### src/rtl/field_entry_pkg.sv
// Shared definitions for the multi-target field entry controller.
// State encoding, size limits and step-count lookup.
package field_entry_pkg;

  localparam int MAX_TARGETS = 8;
  localparam int MAX_FIELDS  = 8;

  localparam logic [1:0] ST_IDLE   = 2'd0;
  localparam logic [1:0] ST_EDIT   = 2'd1;
  localparam logic [1:0] ST_COMMIT = 2'd2;

  typedef enum logic [1:0] {
    IDLE   = ST_IDLE,
    EDIT   = ST_EDIT,
    COMMIT = ST_COMMIT
  } state_t;

  // Field count of one target from the packed 3-bit table.
  function automatic logic [2:0] steps_of(
    input logic [3*MAX_TARGETS-1:0] steps,
    input logic [2:0]               tgt
  );
    int idx;
    idx = int'(tgt) * 3;
    return steps[idx +: 3];
  endfunction

endpackage

### src/rtl/field_entry_ctrl_timeout.sv
// Inactivity timer for field entry.
// Counts ticks since the last clear; expire flags the final tick.
module entry_timeout #(
  parameter int TIMEOUT_TICKS = 10
) (
  input  logic clk,
  input  logic rst,
  input  logic clr,
  input  logic tick,
  output logic expire
);

  localparam int W = (TIMEOUT_TICKS > 1) ? $clog2(TIMEOUT_TICKS) : 1;
  localparam int LAST_I = (TIMEOUT_TICKS > 0) ? TIMEOUT_TICKS - 1 : 0;
  localparam logic [W-1:0] LAST = W'(LAST_I);

  logic [W-1:0] count;

  // Tick counter, cleared by activity or outside editing.
  always_ff @(posedge clk) begin
    if (rst) begin
      count <= '0;
    end else if (clr) begin
      count <= '0;
    end else if (tick) begin
      count <= count + 1'b1;
    end
  end

  if (TIMEOUT_TICKS > 0) begin : g_on
    assign expire = tick && (count == LAST);
  end else begin : g_off
    assign expire = 1'b0;
  end

endmodule

### src/rtl/field_entry_ctrl.sv
// Multi-target, multi-field value entry sequencer.
// Preloads, captures switch values per field, commits or aborts.
module field_entry_ctrl
  import field_entry_pkg::*;
#(
  parameter int NUM_TARGETS   = 3,
  parameter int NUM_FIELDS    = 3,
  parameter int FIELD_W       = 8,
  parameter logic [3*NUM_TARGETS-1:0] TARGET_STEPS = {3'd2, 3'd3, 3'd2},
  parameter int TIMEOUT_TICKS = 10
) (
  input  logic                          clk,
  input  logic                          rst,
  input  logic [NUM_TARGETS-1:0]        req,
  input  logic                          btn_next,
  input  logic                          btn_back,
  input  logic                          btn_cancel,
  input  logic                          tick,
  input  logic [FIELD_W-1:0]            sw_in,
  input  logic [NUM_FIELDS*FIELD_W-1:0] preset_in,
  output logic                          busy,
  output logic [2:0]                    target,
  output logic [2:0]                    step,
  output logic [NUM_FIELDS*FIELD_W-1:0] buf_out,
  output logic [NUM_TARGETS-1:0]        commit,
  output logic                          aborted
);

  localparam logic [3*MAX_TARGETS-1:0] STEPS_ALL =
    (3*MAX_TARGETS)'(TARGET_STEPS);

  state_t     state;
  logic [2:0] req_idx;
  logic       req_any;
  logic [2:0] last_step;
  logic       any_btn;
  logic       expire;
  logic       tmo;
  logic       tmr_clr;

  // Lowest set request wins.
  always_comb begin
    req_idx = 3'd0;
    for (int i = NUM_TARGETS - 1; i >= 0; i--) begin
      if (req[i]) req_idx = 3'(i);
    end
  end

  assign req_any   = |req;
  assign last_step = steps_of(STEPS_ALL, target) - 3'd1;
  assign any_btn   = btn_next | btn_back | btn_cancel;
  assign tmo       = (state == EDIT) && expire && !any_btn;
  assign tmr_clr   = (state != EDIT) | any_btn;

  entry_timeout #(
    .TIMEOUT_TICKS(TIMEOUT_TICKS)
  ) u_timeout (
    .clk   (clk),
    .rst   (rst),
    .clr   (tmr_clr),
    .tick  (tick),
    .expire(expire)
  );

  // Entry FSM with registered outputs and live field capture.
  always_ff @(posedge clk) begin
    if (rst) begin
      state   <= IDLE;
      busy    <= 1'b0;
      target  <= 3'd0;
      step    <= 3'd0;
      buf_out <= '0;
      commit  <= '0;
      aborted <= 1'b0;
    end else begin
      commit  <= '0;
      aborted <= 1'b0;
      unique case (state)
        IDLE: begin
          if (req_any) begin
            target  <= req_idx;
            buf_out <= preset_in;
            step    <= 3'd0;
            busy    <= 1'b1;
            state   <= EDIT;
          end
        end
        EDIT: begin
          for (int i = 0; i < NUM_FIELDS; i++) begin
            if ((3'(i) == step) && (3'(i) <= last_step)) begin
              buf_out[i*FIELD_W +: FIELD_W] <= sw_in;
            end
          end
          if (btn_cancel || tmo) begin
            aborted <= 1'b1;
            busy    <= 1'b0;
            state   <= IDLE;
          end else if (btn_next) begin
            if (step >= last_step) begin
              commit <= NUM_TARGETS'(1) << target;
              state  <= COMMIT;
            end else begin
              step <= step + 3'd1;
            end
          end else if (btn_back) begin
            if (step != 3'd0) step <= step - 3'd1;
          end
        end
        COMMIT: begin
          busy  <= 1'b0;
          state <= IDLE;
        end
        default: state <= IDLE;
      endcase
    end
  end

endmodule

### config.mk
export PLATFORM = sky130hd
export DESIGN_NAME = field_entry_ctrl
export DESIGN_NICKNAME = d
export VERILOG_FILES = /design/src/rtl/field_entry_pkg.sv /design/src/rtl/field_entry_ctrl_timeout.sv /design/src/rtl/field_entry_ctrl.sv
export SDC_FILE = /design/constraint.sdc
export NUM_CORES = 1
export LEC_CHECK = 0
export CAP_MARGIN = 20
export CORE_ASPECT_RATIO = 1.2
export CORE_UTILIZATION = 41
export CTS_BUF_LIST = sky130_fd_sc_hd__clkbuf_8
export DETAILED_ROUTE_END_ITERATION = 7
export PLACE_DENSITY = 0.78
export SYNTH_ARGS = -nofsm -noshare
export SYNTH_HDL_FRONTEND = slang
export SYNTH_SLANG_ARGS = --single-unit
### constraint.sdc
create_clock -name clk -period 2.12 [get_ports clk]
set_input_delay 0.212 -clock clk [delete_from_list [all_inputs] [get_ports clk]]
set_output_delay 0.212 -clock clk [all_outputs]
set_load 0.005 [all_outputs]
==> Yosys cells after proc, flatten, opt, wreduce, memory -nomap -nowiden <==
Index checks and enable logic that the tools add are counted.
{ "word_totals": {"mem_count": 0, "out_inout_bits": 35, "input_bits": 41, "regBits": 41, "mem_bits_rw": 0, "latchBits": 0, "rom_bits": 0} }
{ "classes": {"shift": 2, "multipliers": 1, "div_mod_pow": 0, "addsub": 4, "bitwise": 6, "n_reduce_logical": 24, "mux": 24, "n_lt_le_gt_ge": 4, "eq_ne": 17} }
{ "ops": {"columns": ["operator", "n"], "rows": [
  ["case mux 24 bit (2 select lines)", 1],
  ["2-to-1 mux 24 bit", 1],
  ["2-to-1 mux 3 bit", 8],
  ["2-to-1 mux 8 bit", 3],
  ["variable part select 24 x 6 -> 3 bit (first input constant)", 1],
  ["AND reduction 3 bit", 5],
  ["2-to-1 mux 2 bit", 5],
  ["inequality test 2 x 1 -> 1 bit (second input constant)", 5],
  ["<= comparator 1 x 3 -> 1 bit (first input constant)", 2],
  ["logical AND 1 bit", 6],
  ["inequality test 3 x 2 -> 1 bit (second input constant)", 2],
  ["inequality test 3 bit (second input constant)", 2],
  ["case mux 3 bit (2 select lines)", 1],
  ["AND reduction 6 bit", 1],
  ["nonzero test 3 bit", 2],
  ["subtractor 3 x 1 -> 3 bit (second input constant)", 2],
  ["multiplier 3 x 2 -> 5 bit (second input constant)", 1],
  ["OR reduction 5 bit", 1],
  ["adder 4 x 1 -> 4 bit (second input constant)", 1],
  ["equality test 4 bit (second input constant)", 1],
  ["inequality test 2 bit (second input constant)", 2],
  ["case mux 2 bit (2 select lines)", 1],
  ["OR reduction 2 bit", 2],
  ["adder 3 x 1 -> 3 bit (second input constant)", 1],
  ["19 further kinds", 25]
]} }

==> Depth between registers and ports, before layout <==
{ "logic_depth": {"word_depth": 8, "depth_mapped": 10, "depth_no_buf": 10} }

==> Cells and area by module <==
A second synthesis with hierarchy kept.
{ "unflattened": {"cells_unflattened": 227, "hier_area_um2": 2248.4} }
{ "modules_own_cells": {"columns": ["module", "area_each_um2", "n_inst", "cells_each", "seq_area_each_um2"], "rows": [
  ["field_entry_ctrl", 2047.0, 1, 208, 720.7],
  ["entry_timeout", 201.4, 1, 19, 80.1]
]} }

==> Worst setup path after synthesis <==
OpenSTA, ideal clock, no wires.
{ "synth_path": {"path_kind": "register -> register", "startpoint": "reg target[1]", "endpoint": "reg commit[2]", "required_time_ns": 2.040, "path_slack_ns": -0.162, "n_path_buf": 0, "t_arrival_ns": 2.202, "period_less_slack_ns": 2.282, "stages_incl_launch_ff": 11, "cell_sequence": "dfxtp_1 > nand2b_1 > inv_1 > ha_1 > inv_1 > ha_1 > nand2_1 > o21ai_0 > nand2_1 > or3_1 > nor3b_1"} }
{ "synth_via": {"elab_chain_len": 6, "elab_cells_between_ends": 7, "classes_between": "add/sub (1); mul (1); order compare (1); shift (2); bitwise (1); reduce/logical (1)"} }
{ "synth_rtl": {"columns": ["item", "line", "rtl"], "rows": [
  ["from (decl)", "field_entry_ctrl.sv:22", "output logic [2:0] target,"],
  ["from (signal assigned)", "field_entry_ctrl.sv:81", "target <= req_idx;"],
  ["multiplier 3 x 2 -> 5 bit", "field_entry_pkg.sv:24", "idx = int'(tgt) * 3;"],
  ["variable part select 24 x 6 -> 3 bit", "field_entry_pkg.sv:25", "return steps[idx +: 3];"],
  ["subtractor 3 x 1 -> 3 bit", "field_entry_ctrl.sv:50", "assign last_step = steps_of(STEPS_ALL, target) - 3'd1;"],
  ["greater-or-equal comparator 3 bit", "field_entry_ctrl.sv:99", "if (step >= last_step) begin"],
  ["inverter 1 bit (no source line)", null, null],
  ["OR reduction 5 bit (no source line)", null, null],
  ["to (signal assigned)", "field_entry_ctrl.sv:100", "commit <= NUM_TARGETS'(1) << target;"],
  ["to (decl)", "field_entry_ctrl.sv:25", "output logic [NUM_TARGETS-1:0] commit,"]
]} }
Parallel ways exist; a longest one is shown, timed or not.
A chain may end at the register's enable or synchronous reset.

==> Final worst setup path <==
{ "layout_path": {"startpoint": "reg target[1]", "endpoint": "reg step[2]"} }
{ "layout_via": {"elab_chain_len": 6} }
{ "layout_rtl": {"columns": ["item", "line", "rtl"], "rows": [
  ["multiplier 3 x 2 -> 5 bit", "field_entry_pkg.sv:24", null],
  ["variable part select 24 x 6 -> 3 bit", "field_entry_pkg.sv:25", null],
  ["subtractor 3 x 1 -> 3 bit", "field_entry_ctrl.sv:50", null],
  ["greater-or-equal comparator 3 bit", "field_entry_ctrl.sv:99", null],
  ["inequality test 3 bit (no source line)", null, null],
  ["AND reduction 6 bit (no source line)", null, null],
  ["to (signal assigned)", "field_entry_ctrl.sv:103", "step <= step + 3'd1;"],
  ["to (signal assigned)", "field_entry_ctrl.sv:106", "if (step != 3'd0) step <= step - 3'd1;"],
  ["to (decl)", "field_entry_ctrl.sv:23", "output logic [2:0] step,"]
]} }
Every way passes these cells.

==> impl_metrics.py <==
metrics = {
    "outcome": {
        "status": "finished, final reports clean",
    },
    "pwr": {
        "p_seq_frac": 0.430,
        "p_int_mw": 1.463,
        "ir_worst_vdd_v": 0.0004123,
        "pwr_density_cell_nw_per_um2": 675.8,
        "clockPowerShare": 0.229,
        "power_mw": 2.085,
        "comb_power_share": 0.342,
        "switchingPower_mw": 0.6225,
        "p_leak_nw": 1.223,
        "switching_share": 0.2986,
    },
    "global_routing": {
        "grt_max_degree": 19,
        "grt_pass1_wl_um": 7983,
        "grt_usage": 0.2021,
        "antenna_found_initial": 0,
        "grt_overflow": 0,
        "grt_pass1_vias": 1794,
    },
    "timing": {
        "relSlewSlack": 0.5568,
        "period_share": 0.9613,
        "period_needed_ns": 2.038,
        "fmaxAchievable_mhz": 490.7,
        "setup_ws_ns": 0.08200,
        "hold_ws_ns": 0.4963,
        "worstMarginPinSlew_ns": 0.6649,
        "hold_viol_final": 0,
        "final-setup-viol-count": 0,
        "report.final.slew_viol_count": 0,
        "clock_skew_ns": 0.006848,
    },
    "clocking": {
        "cts_buffers": 5,
        "clk_pin_slew_worst_paths_ns": 0.08,
        "htree_levels": 2,
        "clock-sinks": 40,
        "cts_tree": "done",
        "clock_tree.root_cell": "clkbuf_8",
        "clk_latency_ns": 0.29,
        "clk_path_buf_depth": 2,
        "hold_buffers": 0,
    },
    "placement": {
        "hpwl_um": 3911,
        "io_buffers": 74,
        "gp_congestion": 0.8926,
        "dp_worst_setup_slack_ns": -0.09802,
        "placed_area_sq_um": 2929,
    },
    "synthesis": {
        "ys_ff_latch": 40,
        "synth.avg_cell_area_sq_um": 9.102,
        "syn_area_sq_um": 2057,
        "synth_edf_count": 0,
        "synth_seq_area_share": 0.3893,
        "yosysTopAreaCellShare": 0.3893,
        "async_flop_share": 0,
        "synth.distinct_cells": 39,
        "synthTopCellsByArea": "dfxtp_1 (39%), mux2i_1 (12%), a211oi_1 (10%)",
        "yosysWarnings": 0,
        "yosysTopAreaCell": "dfxtp_1",
        "synth_fp_nets": 282,
        "syn_inst": 226,
        "synthFlopType": "dfxtp_1",
    },
    "worst_setup_path": {
        "worstPathMaxFanout": 5,
        "reg2regPathDepth": 10,
        "critPathMaxStageDelay_ns": 0.35,
        "cp.buffers_inverters": 2,
        "critical_path_required_ns": 2.30,
        "cp_slowest_cell": "dfxtp_2",
        "crit_chain": "nand2b_4 > inv_4 > ha_4 > inv_2 > ha_1 > nand2_2 > o21ai_4 > o22ai_2 > and4b_1 > a311o_1",
        "rrSetupSlack_ns": 0.08,
        "crit_family": "compound AO/OA/AOI/OAI gates",
        "cp-start-kind": "flip-flop",
        "timing.rr.end": "step[2]",
        "criticalPathCategory": "flip-flop to flip-flop",
        "crit_path_end_kind": "flip-flop",
        "cp.arrival_ns": 2.22,
        "reg2reg_from": "target[1]",
    },
    "layout": {
        "n_fill_cell": 413,
        "fin_nets": 368,
        "final_common_cell": "clkdlybuf4s50_1",
        "area_growth_pct": 50.00,
        "stdcell_area_sq_um": 3085,
        "layout_common_cells": "clkdlybuf4s50_1 (74), dfxtp_1 (38), nor2_1 (37)",
        "diodes": 0,
        "drive_gt1_frac": 0.1474,
    },
    "drt": {
        "dr_total_vias": 1892,
        "wirelength_um": 5001,
        "dr.first_iter.drc_count": 74,
        "dr.pass1.iters": 4,
        "detail-route-antenna-nets": 0,
        "wire_per_inst_um": 13.52,
        "vias_per_cell": 5.114,
        "drcViolationCount": 0,
    },
    "worst_hold_path": {
        "min-delay-start": "buf_out[10]",
        "min_path_type": "flip-flop to flip-flop",
        "min_to": "buf_out[10]",
        "hold_depth": 2,
    },
    "floorplanning": {
        "num_io_pins": 76,
        "die_height_um": 79.59,
        "start_util": 0.4380,
        "core_sq_um": 4696,
        "die_x_um": 66.66,
        "die_area_sq_um": 5305,
        "rows": 27,
    },
    "flow_run": {
        "drv_cap": 0,
    },
}
-- worst reg2reg max path, stage by stage (launching register included) --
cell and delay (ns):
dfxtp_2 0.35, nand2b_4 0.14, inv_4 0.04, ha_4 0.26, inv_2 0.03, ha_1 0.27
nand2_2 0.06, o21ai_4 0.21, o22ai_2 0.13, and4b_1 0.18, a311o_1 0.26
-- power by group through the flow --
| stage | clock network [mW] | registers, mW | logic, mW |
|---|---|---|---|
| after floorplan | 0 | 0.919 | 0.345 |
| after global placement | 0 | 0.912 | 0.680 |
| after detailed placement | 0 | 0.911 | 0.693 |
| after CTS | 0.493 | 0.895 | 0.711 |
| after global routing | 0.521 | 0.910 | 0.775 |
| final | 0.477 | 0.896 | 0.712 |
-- per-stage QoR --
stage,util,setup TNS (ns),instances
after floorplan,-,0,226
after global placement,0.6238,-0.3281,362
after detailed placement,0.6238,-1.461,362
after CTS,0.6520,0,369
after global routing,0.6571,-0.04899,370
final,0.6571,0,370
-- what timing repair did --
item / in CTS / in global routing
endpoints found under the setup margin: 26 / 7
gates resized for setup: 11 / 8
pin swaps: 2 / 6
setup buffers: 0 / 1
-- state kept, by name, summed over array words and instances, names as in the netlist --
register,cells
state,2
aborted,1
buf_out,24
busy,1
commit,3
u_timeout.count,4
target,2
step,3
-- cell families (layout without fill, tap and decap cells) --
group                      after synthesis  count (layout)  synth area share
AOI/OAI and AO/OA                       52              52            0.1813
xor gates and xnor gates                 3               3           0.01278
adders and majority gates               15              15           0.09124
buffers and inverters                   25             111           0.05839
DFF                                     40              40            0.3893
muxes                                   24              24            0.1168
other                                    1               1          0.001823
and+or+nand+nor                         66              66            0.1484
-- final cells by class --
cell class / count / area, sq um / area share
multi-input cells: 161 / 1209 / 0.3917
repair buffers: 92 / 875.8 / 0.2839
flip-flops and latches: 40 / 803.3 / 0.2603
well taps: 58 / 72.57 / 0.02352
clock buffers: 5 / 68.82 / 0.02230
inverters: 12 / 47.55 / 0.01541
clock inverters: 2 / 8.758 / 0.002839
-- layer usage --
layer / wire [um] / GRT usage
met1: 1984 / 0.2147
met2: 2479 / 0.3444
met3: 451 / 0.08571
met4: 86 / 0.08298
met5: 0 / 0
-- Yosys cell counts (2+ instances only) --
| master | n |
|---|---|
| nor3_1 | 2 |
| a21oi_1 | 10 |
| dfxtp_1 | 40 |
| buf_6 | 2 |
| a211oi_1 | 28 |
| ha_1 | 15 |
| clkbuf_1 | 5 |
| nand2_1 | 11 |
| buf_4 | 2 |
| nand3_1 | 2 |
| and4b_1 | 2 |
| xor2_1 | 2 |
| or3_1 | 3 |
| mux2i_1 | 24 |
| nor2b_1 | 2 |
| o21ai_0 | 3 |
| buf_2 | 3 |
| nor2_1 | 37 |
| nand2b_1 | 2 |
| inv_1 | 12 |
-- worst max path at each step --
stage | endpoint | start | depth (start not counted)
after global placement | buf_out[20] | target[1] | 7
after global routing | step[2] | target[1] | 10
after detailed placement | buf_out[15] | req[1] | 6
after floorplan | commit[2] | target[1] | 10
final | step[2] | target[1] | 10
after CTS | commit[2] | target[1] | 10
(Power assumes the default switching activity.)
